## config.mk

```make
export PLATFORM = sky130hd
export DESIGN_NAME = csr_counter_file_flat
export DESIGN_NICKNAME = d
export VERILOG_FILES = /design/src/rtl/csr_counter_file_if.sv /design/src/rtl/csr_counter_file.sv /design/src/flat_wrapper.sv
export SDC_FILE = /design/constraint.sdc
export NUM_CORES = 1
export LEC_CHECK = 0
export BUFFER_PORTS_ARGS = -buffer_cell sky130_fd_sc_hd__buf_2
export CAP_MARGIN = 10
export CORE_MARGIN = 2
export CORE_UTILIZATION = 35
export CTS_CLUSTER_DIAMETER = 60
export DETAILED_ROUTE_END_ITERATION = 10
export HOLD_SLACK_MARGIN = 0.06
export PLACE_DENSITY = 0.53
export SLEW_MARGIN = 20
export SYNTH_ARGS = -nofsm -noshare
export SYNTH_HDL_FRONTEND = slang
export SYNTH_SLANG_ARGS = --single-unit
export TNS_END_PERCENT = 10
```

## constraint.sdc

```tcl
create_clock -name clk -period 5.5 [get_ports clk]
set_input_delay 1.1 -clock clk [delete_from_list [all_inputs] [get_ports clk]]
set_output_delay 1.1 -clock clk [all_outputs]
set_load 0.03 [all_outputs]
```

## src/rtl/csr_counter_file_if.sv

```systemverilog
// CSR operation encoding and the CSR access bundle (enable/op/address/data, read data, illegal flag)
// shared by the execute stage and csr_counter_file.
package HighLevelControl;
  typedef enum logic [1:0] {
    CSR_READ  = 2'd0,
    CSR_WRITE = 2'd1,
    CSR_SET   = 2'd2,
    CSR_CLEAR = 2'd3
  } csrOp;
endpackage

interface csr_counter_file_if #(
  parameter int XLEN = 64
);
  logic                   CSREn;
  HighLevelControl::csrOp CSROp;
  logic [11:0]            CSRAdr;
  logic [XLEN-1:0]        WriteData;
  logic [XLEN-1:0]        ReadData;
  logic                   IllegalAccess;

  modport master (
    output CSREn, CSROp, CSRAdr, WriteData,
    input  ReadData, IllegalAccess
  );

  modport slave (
    input  CSREn, CSROp, CSRAdr, WriteData,
    output ReadData, IllegalAccess
  );
endinterface

```

## src/rtl/csr_counter_file.sv

```systemverilog
// Machine counter bank: 64-bit mcycle, minstret, mhpmcounter3.. plus mcountinhibit, CSR-accessed.
// Define CSR_USER_SHADOW_EN to decode the read-only user shadows at 0xCxx.
module csr_counter_file
  import HighLevelControl::*;
#(
  parameter int XLEN      = 64,
  parameter int NUM_HPM   = 4,
  parameter int INC_WIDTH = 2
) (
  input  logic                  clk,
  input  logic                  reset,
  csr_counter_file_if.slave     bus,
  input  logic [INC_WIDTH-1:0]  RetireCount,
  input  logic [((NUM_HPM > 0) ? NUM_HPM : 1)*INC_WIDTH-1:0] HpmEvents
);

  // Slot 0 = mcycle, slot 1 = minstret, slot 2+i = mhpmcounter(3+i); CSR index 1 has no storage.
  localparam int NS = 2 + NUM_HPM;
  localparam logic [63:0] INH_MASK = 64'h5 | (((64'd1 << NUM_HPM) - 64'd1) << 3);

  function automatic logic [63:0] apply_op(input csrOp op, input logic [63:0] old_v,
                                           input logic [63:0] wd_v);
    case (op)
      CSR_WRITE: apply_op = wd_v;
      CSR_SET:   apply_op = old_v | wd_v;
      CSR_CLEAR: apply_op = old_v & ~wd_v;
      default:   apply_op = old_v;
    endcase
  endfunction

  logic [63:0]   cnt_r [NS];
  logic [63:0]   inh_r;
  logic [63:0]   inc_s [NS];
  logic [NS-1:0] run_s;

  logic [11:0]   adr_s;
  logic [4:0]    idx_s;
  logic [4:0]    slot_s;
  logic          hi_s;
  logic          is_inh_s;
  logic          is_cnt_s;
  logic          ro_s;
  logic          idx_ok_s;
  logic          legal_s;
  logic          wr_s;
  logic [63:0]   old_cnt_s;
  logic [63:0]   old_half_s;
  logic [63:0]   wd_s;
  logic [63:0]   new_half_s;
  logic [63:0]   new_cnt_s;
  logic [63:0]   inh_new_s;
  logic [XLEN-1:0] read_s;

  // Address decode and legality of the current access
  always_comb begin
    adr_s    = bus.CSRAdr;
    idx_s    = adr_s[4:0];
    hi_s     = adr_s[7];
    is_inh_s = (adr_s == 12'h320);
`ifdef CSR_USER_SHADOW_EN
    ro_s     = (adr_s[11:8] == 4'hC);
`else
    ro_s     = 1'b0;
`endif
    if (idx_s == 5'd0) begin
      slot_s   = 5'd0;
      idx_ok_s = 1'b1;
    end else if (idx_s == 5'd2) begin
      slot_s   = 5'd1;
      idx_ok_s = 1'b1;
    end else if (idx_s >= 5'd3 && int'(idx_s) < 3 + NUM_HPM) begin
      slot_s   = idx_s - 5'd1;
      idx_ok_s = 1'b1;
    end else begin
      slot_s   = 5'd0;
      idx_ok_s = 1'b0;
    end
    // High-half addresses only exist when a counter spans two CSRs.
    is_cnt_s = ((adr_s[11:8] == 4'hB) || ro_s) && (adr_s[6:5] == 2'b00) && idx_ok_s
               && (!hi_s || XLEN == 32);
    legal_s  = is_inh_s || (is_cnt_s && !(ro_s && bus.CSROp != CSR_READ));
    wr_s     = bus.CSREn && legal_s && (bus.CSROp != CSR_READ);
  end

  // Half selection, read-modify-write values and read mux
  always_comb begin
    old_cnt_s = 64'd0;
    for (int k = 0; k < NS; k++) begin
      old_cnt_s = (slot_s == 5'(k)) ? cnt_r[k] : old_cnt_s;
    end
    if (XLEN == 64) begin
      old_half_s = old_cnt_s;
    end else if (hi_s) begin
      old_half_s = {32'd0, old_cnt_s[63:32]};
    end else begin
      old_half_s = {32'd0, old_cnt_s[31:0]};
    end
    wd_s       = 64'(bus.WriteData);
    new_half_s = apply_op(bus.CSROp, old_half_s, wd_s);
    if (XLEN == 64) begin
      new_cnt_s = new_half_s;
    end else if (hi_s) begin
      new_cnt_s = {new_half_s[31:0], old_cnt_s[31:0]};
    end else begin
      new_cnt_s = {old_cnt_s[63:32], new_half_s[31:0]};
    end
    inh_new_s = apply_op(bus.CSROp, inh_r, wd_s) & INH_MASK;
    if (!bus.CSREn || !legal_s) begin
      read_s = '0;
    end else if (is_inh_s) begin
      read_s = inh_r[XLEN-1:0];
    end else begin
      read_s = old_half_s[XLEN-1:0];
    end
  end

  for (genvar k = 0; k < NS; k++) begin : g_inc
    localparam int INH_BIT = (k == 0) ? 0 : k + 1;
    if (k == 0) begin : g_cycle
      assign inc_s[k] = 64'd1;
    end else if (k == 1) begin : g_instret
      assign inc_s[k] = 64'(RetireCount);
    end else begin : g_hpm
      assign inc_s[k] = 64'(HpmEvents[(k-2)*INC_WIDTH +: INC_WIDTH]);
    end
    assign run_s[k] = ~inh_r[INH_BIT];
  end

  // Counter and inhibit state; a CSR update replaces that counter's increment for the cycle
  always_ff @(posedge clk) begin
    if (!reset) begin
      for (int k = 0; k < NS; k++) begin
        cnt_r[k] <= 64'd0;
      end
      inh_r <= 64'd0;
    end else begin
      for (int k = 0; k < NS; k++) begin
        if (wr_s && is_cnt_s && slot_s == 5'(k)) begin
          cnt_r[k] <= new_cnt_s;
        end else if (run_s[k]) begin
          cnt_r[k] <= cnt_r[k] + inc_s[k];
        end else begin
          cnt_r[k] <= cnt_r[k];
        end
      end
      if (wr_s && is_inh_s) begin
        inh_r <= inh_new_s;
      end else begin
        inh_r <= inh_r;
      end
    end
  end

  assign bus.ReadData      = read_s;
  assign bus.IllegalAccess = bus.CSREn && !legal_s;

endmodule

```

## src/flat_wrapper.sv

```systemverilog
// flat-port wrapper written by rule: the top's interface ports become plain ports
module csr_counter_file_flat import HighLevelControl::*;
#(
  parameter int XLEN      = 64,
  parameter int NUM_HPM   = 4,
  parameter int INC_WIDTH = 2
)
  (clk, reset, RetireCount, HpmEvents, bus_CSREn, bus_CSROp, bus_CSRAdr, bus_WriteData, bus_ReadData, bus_IllegalAccess);
  csr_counter_file_if #(.XLEN(XLEN)) bus_i ();
  input  logic clk;
  input  logic reset;
  input  logic [INC_WIDTH-1:0] RetireCount;
  input  logic [((NUM_HPM > 0) ? NUM_HPM : 1)*INC_WIDTH-1:0] HpmEvents;
  input wire logic [$bits(bus_i.CSREn)-1:0] bus_CSREn;
  input wire logic [$bits(bus_i.CSROp)-1:0] bus_CSROp;
  input wire logic [$bits(bus_i.CSRAdr)-1:0] bus_CSRAdr;
  input wire logic [$bits(bus_i.WriteData)-1:0] bus_WriteData;
  output wire logic [$bits(bus_i.ReadData)-1:0] bus_ReadData;
  output wire logic [$bits(bus_i.IllegalAccess)-1:0] bus_IllegalAccess;
  assign bus_i.CSREn = bus_CSREn;
  assign bus_i.CSROp = bus_CSROp;
  assign bus_i.CSRAdr = bus_CSRAdr;
  assign bus_i.WriteData = bus_WriteData;
  assign bus_ReadData = bus_i.ReadData;
  assign bus_IllegalAccess = bus_i.IllegalAccess;
  csr_counter_file #(.XLEN(XLEN), .NUM_HPM(NUM_HPM), .INC_WIDTH(INC_WIDTH)) u_core (.clk(clk), .reset(reset), .bus(bus_i), .RetireCount(RetireCount), .HpmEvents(HpmEvents));
endmodule
```

== After elaboration in Yosys (flattened, before gate mapping) ==
Memories as Yosys holds them, arrays and structs flattened.
Cells that the tools add are included.

* Reduce and logical (&&, ||, !) cells: 26
* Bitwise gates (word level): 23
* Add/sub/neg operators: 7
* Muxes and demuxes: 101
* Equal/unequal tests: 11
* $lt $le $gt $ge: 2

{| class="wikitable"
|+ Operators with widths
! operator !! number
|-
| 64-bit 2-to-1 mux || 26
|-
| 64-bit by 2-bit adder with 64-bit output || 5
|-
| 64-bit case mux with 3 select lines || 1
|-
| 1-bit 2-to-1 mux || 70
|-
| 64-bit by 1-bit adder with 64-bit output (second input constant) || 1
|-
| 64-bit bitwise AND || 1
|-
| 64-bit NOT || 1
|-
| 64-bit bitwise OR || 1
|-
| 7-bit case mux with 3 select lines || 1
|-
| 1-bit bitwise OR || 18
|-
| 5-bit by 2-bit equality test with 1-bit output (second input constant) || 3
|-
| 1-bit logical AND || 15
|-
| 5-bit 2-to-1 mux || 3
|-
| 12-bit by 10-bit equality test with 1-bit output (second input constant) || 1
|-
| 5-bit by 3-bit equality test with 1-bit output (second input constant) || 2
|-
| 5-bit logical NOT || 2
|-
| 7-bit bitwise AND || 1
|-
| 7-bit bitwise OR || 1
|-
| 5-bit by 1-bit equality test with 1-bit output (second input constant) || 1
|-
| 5-bit by 2-bit >= comparator with 1-bit output (second input constant) || 1
|-
| 5-bit by 3-bit < comparator with 1-bit output (second input constant) || 1
|-
| 5-bit by 1-bit subtractor with 5-bit output (second input constant) || 1
|-
| 2-bit equality test (second input constant) || 2
|-
| 4-bit equality test (second input constant) || 1
|-
| 7 further kinds || 10
|}

* Register bits: 6
* Bits in writable memories: 384
* Memories: 1
* Output and inout port bits: 65
* Input port bits: 91

{| class="wikitable"
|+ Memory list
! name !! depth !! width !! rd ports !! clocked after Yosys merged registers in !! write ports !! line !! source
|-
| u_core.cnt_r || 6 || 64 || 6 || 0 || 6 || csr_counter_file.sv:31 || <nowiki>logic [63:0] cnt_r [NS];</nowiki>
|}

== Depth between registers and ports, before layout ==
Gate-level depths: netlist of run 1.

* Word-level depth: 18
* Mapped depth: 13
* Gate-level depth less buffers: 11

== Least setup slack after synthesis of run 1 ==
OpenSTA, ideal clock, no wires.

* Kind: input -> output
* Start: input port bus_CSRAdr[0]
* End: output port bus_ReadData[55]
* Arrival: 3.811 ns
* Slack: 0.589 ns
* Stages on the path: 10
* Path buffers: 1
* Cell sequence: inv_1 > ha_1 > nor4bb_1 > a31oi_1 > nor2_1 > clkbuf_1 > a21o_1 > a222oi_1 > o21a_1 > a211oi_1

* Cells in the longest elaborated chain, start to end: 14
* Elaborated cells between the ends (all ways): 32
* Classes of those cells: add/sub (1); order compare (2); eq/ne (7); mux (14); reduce/logical (8)

{| class="wikitable"
|+ Ends and longest elaborated chain
! element !! line !! source
|-
| start, declared || flat_wrapper.sv:16 || <nowiki>input wire logic [$bits(bus_i.CSRAdr)-1:0] bus_CSRAdr;</nowiki>
|-
| 5-bit by 2-bit >= comparator with 1-bit output or 5-bit by 3-bit < comparator with 1-bit output (tied branches) || csr_counter_file.sv:71 || <nowiki>end else if (idx_s >= 5'd3 && int'(idx_s) < 3 + NUM_HPM) begin</nowiki>
|-
| 1-bit logical AND || csr_counter_file.sv:71 ||
|-
| 5-bit 2-to-1 mux || csr_counter_file.sv:71 ||
|-
| 5-bit 2-to-1 mux || csr_counter_file.sv:68 || <nowiki>end else if (idx_s == 5'd2) begin</nowiki>
|-
| 5-bit 2-to-1 mux || csr_counter_file.sv:65 || <nowiki>if (idx_s == 5'd0) begin</nowiki>
|-
| 5-bit logical NOT || csr_counter_file.sv:89 || <nowiki>old_cnt_s = (slot_s == 5'(k)) ? cnt_r[k] : old_cnt_s;</nowiki>
|-
| 64-bit 2-to-1 mux (6 in a row) || csr_counter_file.sv:89 ||
|-
| 64-bit 2-to-1 mux || csr_counter_file.sv:110 || <nowiki>end else if (is_inh_s) begin</nowiki>
|-
| 64-bit 2-to-1 mux (*) || csr_counter_file.sv:108 || <nowiki>if (!bus.CSREn || !legal_s) begin</nowiki>
|-
| end, declared || flat_wrapper.sv:18 || <nowiki>output wire logic [$bits(bus_i.ReadData)-1:0] bus_ReadData;</nowiki>
|}

Mark *: on every way between the ends. The rest lies on a longest branch, timed or not.

== Worst setup path in the final report of run 1 ==
* Start: input port bus_CSRAdr[0]
* End: output port bus_ReadData[36]

The elaborated chain is that of the path after synthesis.

==> impl_metrics.toml, run 1 <==
[clock_network]
cts_tree = "built"
cts_buffer_depth = 3
cts_buffers = 52
clk_pin_slew_ns = 0.06
cts-htree-levels = 2
clock-sinks = 390
postCtsHoldBufs = 0
ctsResizeCount = 0
clk_latency_ns = 0.62
cts_setup_buffers = 0
root_buffer = "clkbuf_16"

[routing]
drt_iter0_markers = 3611
drtPass1Iterations = 9
vias_per_cell = 6.40
wirelength_um = 140000
drc_errors = 0
vias = 29000
drtAntennaViolNets = 0
wl_per_cell_um = 30.9

[floorplanning]
die_x_um = 293
core_area_um2 = 82400
rows = 105
die-area_um2 = 85800
boundaryPins = 156
die_h_um = 293
start_util = 0.355

[synth]
synth-seq-cells = 390
synthesis.area_um2 = 29200
yosysSeqAreaShare = 0.399
synth_edf_count = 384
synth.distinct_cells = 95
ys.flop_type = "edfxtp_1"
post_synth_inst_count = 3283
syn_nets = 3394
async_flop_share = 0
yosys_warnings = 0
syn_area_per_cell_um2 = 8.90

[grt]
grtUsageTotal = 0.318
grt_max_degree = 79
antenna_found_initial = 6
grt_pass1_vias = 27100
gr-total-overflow = 0
grt_pass1_wl_um = 198000

[critical_path]
cp.required_ns = 4.40
arrival_ns = 4.24
cp_max_fo = 59
worstSetupPathType = "in2out"
crit_path_start_kind = "input port"
endpoint_kind = "output port"

[pwr]
vdd_drop_max_v = 0.000194
p_per_area_nw_per_um2 = 220
leakage_nw = 12.0

[finish]
utilization = 0.407
synthToLayoutAreaGrowth_pct = 14.6
nets = 3532
final_common_cell = "edfxtp_1"
layout-drive-gt1-share = 0.135
final_cell_mix = "edfxtp_1 (384), nand2_1 (316), nor2_1 (255)"

[sta]
final.setup_skew_ns = 0.0194
fin_hold_ws_ns = 0.598
rsz0062_at_grt = "no"
min_period_over_period = 0.971
slew_viol_final = 0
setup_tns_ns = 0
setup_viol = 0
relSlewSlack = 0.245
hold_viol = 0
period_minus_slack_ns = 5.34
fmax_mhz = 187
tightest_slew_ns = 1.13

[place]
io_buffers = 155
place_hpwl_um = 104000
gp_congestion = 0.985

[run_status]
status = "finished clean"

[run]
maxCapViolations = 0

[worst_hold_path]
holdCritPathClass = "reg2reg"
==> routing by layer <==
metal  track usage  wire length [um]  share of wire  vias up
met5             0                36        0.00026        -
met4         0.234             12200          0.087        6
met3        0.0582             13200          0.094      439
met2         0.490             61600           0.44     1725
met1         0.398             53000           0.38    14200
li1              -                 -              -    12700
==> area by class of cell <==
| cell class | count | area (um2) |
|---|---|---|
| Antenna cell | 2 | 5.00 |
| Clock buffer | 64 | 1370 |
| Clock inverter | 30 | 225 |
| Fill cell | 8327 | 48900 |
| Inverter | 78 | 293 |
| Multi-Input combinational cell | 2599 | 16600 |
| Sequential cell | 390 | 11700 |
| Tap cell | 1070 | 1340 |
| Timing Repair Buffer | 300 | 2050 |
==> path summary, 6_finish.rpt <==
check / endpoint / startpoint / slack, ns / cells after the start
worst max-delay path: bus_ReadData[36] / bus_CSRAdr[0] / 0.16 / 11
worst min-delay path: u_core.inh_r[6] / u_core.inh_r[6] / 0.60 / 2
worst max register to register: u_core.cnt_r[0][186] / u_core.cnt_r[0][128] / 1.63 / 12
worst min register to register: u_core.inh_r[6] / u_core.inh_r[6] / 0.60 / 2
==> state kept, by name, indices dropped and copies added, names as in the netlist <==
| signal | flops |
|---|---|
| u_core.cnt_r | 384 |
| u_core.inh_r | 6 |
==> cell usage after synthesis, types with 52 or more instances <==
cell | number | share of area
xnor2_1 | 253 | 0.076
edfxtp_1 | 384 | 0.39
nand4_1 | 120 | 0.026
and3_1 | 55 | 0.012
buf_2 | 63 | 0.011
nand2_1 | 317 | 0.041
nor3_1 | 52 | 0.0089
a21oi_1 | 233 | 0.040
nor2_1 | 260 | 0.033
xor2_1 | 163 | 0.049
inv_1 | 78 | 0.010
o22ai_1 | 127 | 0.027
clkbuf_1 | 127 | 0.016
o21ai_0 | 230 | 0.039
nand3_1 | 159 | 0.027
==> per-stage QoR <==
| step | instance area, um2 | setup WS (ns) | power (mW) | cells |
|---|---|---|---|---|
| floorplan | 29200 | 0.589 | 3.72 | 3283 |
| global placement | 31900 | 0.172 | 4.08 | 4437 |
| detailed placement | 31900 | 0.156 | 4.08 | 4437 |
| CTS | 33500 | 0.146 | 7.37 | 4531 |
| global route | 33500 | 0.0194 | 7.53 | 4531 |
| finish | 33500 | 0.160 | 7.39 | 4533 |
==> report_power, final <==
group          leakage, nW  internal, mW  switching (mW)
Sequential            4.77          3.24          0.0333
Combinational         6.49         0.228           0.542
Clock                0.759          1.86            1.48
Total                 12.0          5.33            2.06
==> critical path, stage by stage <==
cell and delay [ns]:
buf_2 0.16, inv_1 0.11, ha_1 0.39, nor2b_1 0.18, and4_4 0.21, or4_2 0.67, buf_12 0.23, a222oi_1 0.39
mux2i_1 0.32, nor2b_1 0.23, buf_2 0.19
==> kinds of logic (layout without fill, tap and decap cells) <==
| group | count (synthesis) | count (layout) | synth area share |
|---|---|---|---|
| simple gates | 1167 | 1167 | 0.198 |
| compound gates | 961 | 961 | 0.214 |
| xor+xnor | 416 | 416 | 0.125 |
| flops | 390 | 390 | 0.399 |
| buf+inv | 294 | 472 | 0.0422 |
| mux | 35 | 35 | 0.0125 |
| fa+ha+maj | 20 | 20 | 0.00984 |
| other cells | 0 | 2 | 0 |
Power figures use the tool's default switching activity.
==> inputs of run 2 (changes only) <==
- BUFFER_PORTS_ARGS: -buffer_cell sky130_fd_sc_hd__buf_2 -> default
- DONT_BUFFER_PORTS: default -> 1
- PLACE_DENSITY: 0.53 -> default
==> run 2 against run 1 <==
  * Clock power down 1%
  * Hold slack better by 0.042 ns
  * Register-to-register slack worse by 0.45 ns
  * Via count down 1.0%
  * Clock skew up 0.017 ns
  * Non-clock buffer count down 123
  * Cell count down 2.9%
  * Power down 2.7%
  * Die area unchanged
  * Flip-flop and latch count unchanged
  * Sequential share of layout area up 0.73 points
  * Worst setup slack better by 0.16 ns
  * Critical path type unchanged
  * Largest cell class unchanged
==> impl_metrics.toml, run 2 (synthesis results as in run 1) <==
[pwr]
leakage_nw = 11.5
vdd_drop_max_v = 0.000205
power_mw = 7.19
p_per_area_nw_per_um2 = 219

[floorplanning]
start_util = 0.355
rows = 105
die_x_um = 293
die_h_um = 293
boundaryPins = 156
core_area_um2 = 82400
die-area_um2 = 85800

[grt]
grt_pass1_wl_um = 187000
grt_max_degree = 226
grtUsageTotal = 0.297
gr-total-overflow = 0
antenna_found_initial = 5
grt_pass1_vias = 26400

[finish]
largest_reg_flops = 384
final_cell_mix = "edfxtp_1 (384), nand2_1 (316), nor2_1 (256)"
top_register = "u_core.cnt_r"
synthToLayoutAreaGrowth_pct = 12.3
final_common_cell = "edfxtp_1"
reg.largest.list = "u_core.cnt_r (384), u_core.inh_r (6)"
nets = 3404
layout-drive-gt1-share = 0.101

[run_status]
status = "finished clean"

[routing]
wirelength_um = 132000
drtPass1Iterations = 8
wl_per_cell_um = 30.0
drtAntennaViolNets = 0
drc_errors = 0
drt_iter0_markers = 4451
vias_per_cell = 6.52
vias = 28700

[place]
io_buffers = 0
gp_congestion = 1.01
place_hpwl_um = 94800

[sta]
slew_viol_final = 0
period_minus_slack_ns = 5.18
final.setup_skew_ns = 0.0361
setup_tns_ns = 0
tightest_slew_ns = 1.14
relSlewSlack = 0.237
setup_viol = 0
rsz0062_at_grt = "no"
hold_viol = 0
min_period_over_period = 0.941
fmax_mhz = 193

[clock_network]
cts_tree = "built"
cts-htree-levels = 2
clock-sinks = 390
clk_latency_ns = 0.61
cts_setup_buffers = 0
cts_buffer_depth = 3
clk_pin_slew_ns = 0.06
postCtsHoldBufs = 0
cts_buffers = 47
root_buffer = "clkbuf_16"
ctsResizeCount = 0

[critical_path]
crit_path_start_kind = "input port"
worstSetupPathType = "in2out"
cp_max_fo = 76
cp.required_ns = 4.40
arrival_ns = 4.08
endpoint_kind = "output port"

[run]
maxCapViolations = 0

[worst_hold_path]
holdCritPathClass = "in2reg"
[run 2: final cells by class]
cell class	count	area, um2
Fill cell	8292	49600
Multi-Input combinational cell	2599	16600
Sequential cell	390	11700
Timing Repair Buffer	177	1440
Tap cell	1070	1340
Clock buffer	61	1270
Inverter	78	294
Clock inverter	24	262
Antenna cell	1	2.50
[run 2: critical path, cell delays in order]
cell,delay (ns)
inv_1,0.06
ha_1,0.37
nor2b_1,0.17
and4_4,0.21
or4_2,0.65
buf_12,0.23
a222oi_1,0.65
mux2_2,0.34
nor2_1,0.05
buf_4,0.17
[run 2: per-stage QoR]
stage | hold slack [ns] | area [um2] | utilization | cells | worst slack, ns
after floorplan | 0.486 | 29200 | - | 3283 | 0.589
after global placement | 0.582 | 31300 | 0.380 | 4314 | 0.448
after detailed placement | 0.616 | 31300 | 0.380 | 4314 | 0.447
after CTS | 0.626 | 32800 | 0.398 | 4399 | 0.442
after global routing | 0.652 | 32800 | 0.398 | 4399 | 0.260
final | 0.640 | 32800 | 0.398 | 4400 | 0.322
[run 2: metal layers]
metal / global-route usage / routed length (um)
met5: 0 / 32
met4: 0.195 / 10500
met3: 0.0772 / 15800
met2: 0.453 / 57400
met1: 0.371 / 48500
[run 2: report_power, final]
group / switching, mW / internal, mW / total [mW]
Clock: 1.38 / 1.90 / 3.29
Sequential: 0.0340 / 3.24 / 3.28
Combinational: 0.431 / 0.197 / 0.628
Total: 1.85 / 5.34 / 7.19
[run 2: final timing paths]
path                                           start                    to  slack (ns)  cells after the start
worst min register to register       u_core.inh_r[5]       u_core.inh_r[5]        0.64                      2
worst max-delay path                   bus_CSRAdr[0]      bus_ReadData[13]        0.32                     10
worst max register to register  u_core.cnt_r[0][128]  u_core.cnt_r[0][186]        1.18                     11
worst min-delay path                bus_WriteData[3]       u_core.inh_r[3]        0.64                      2
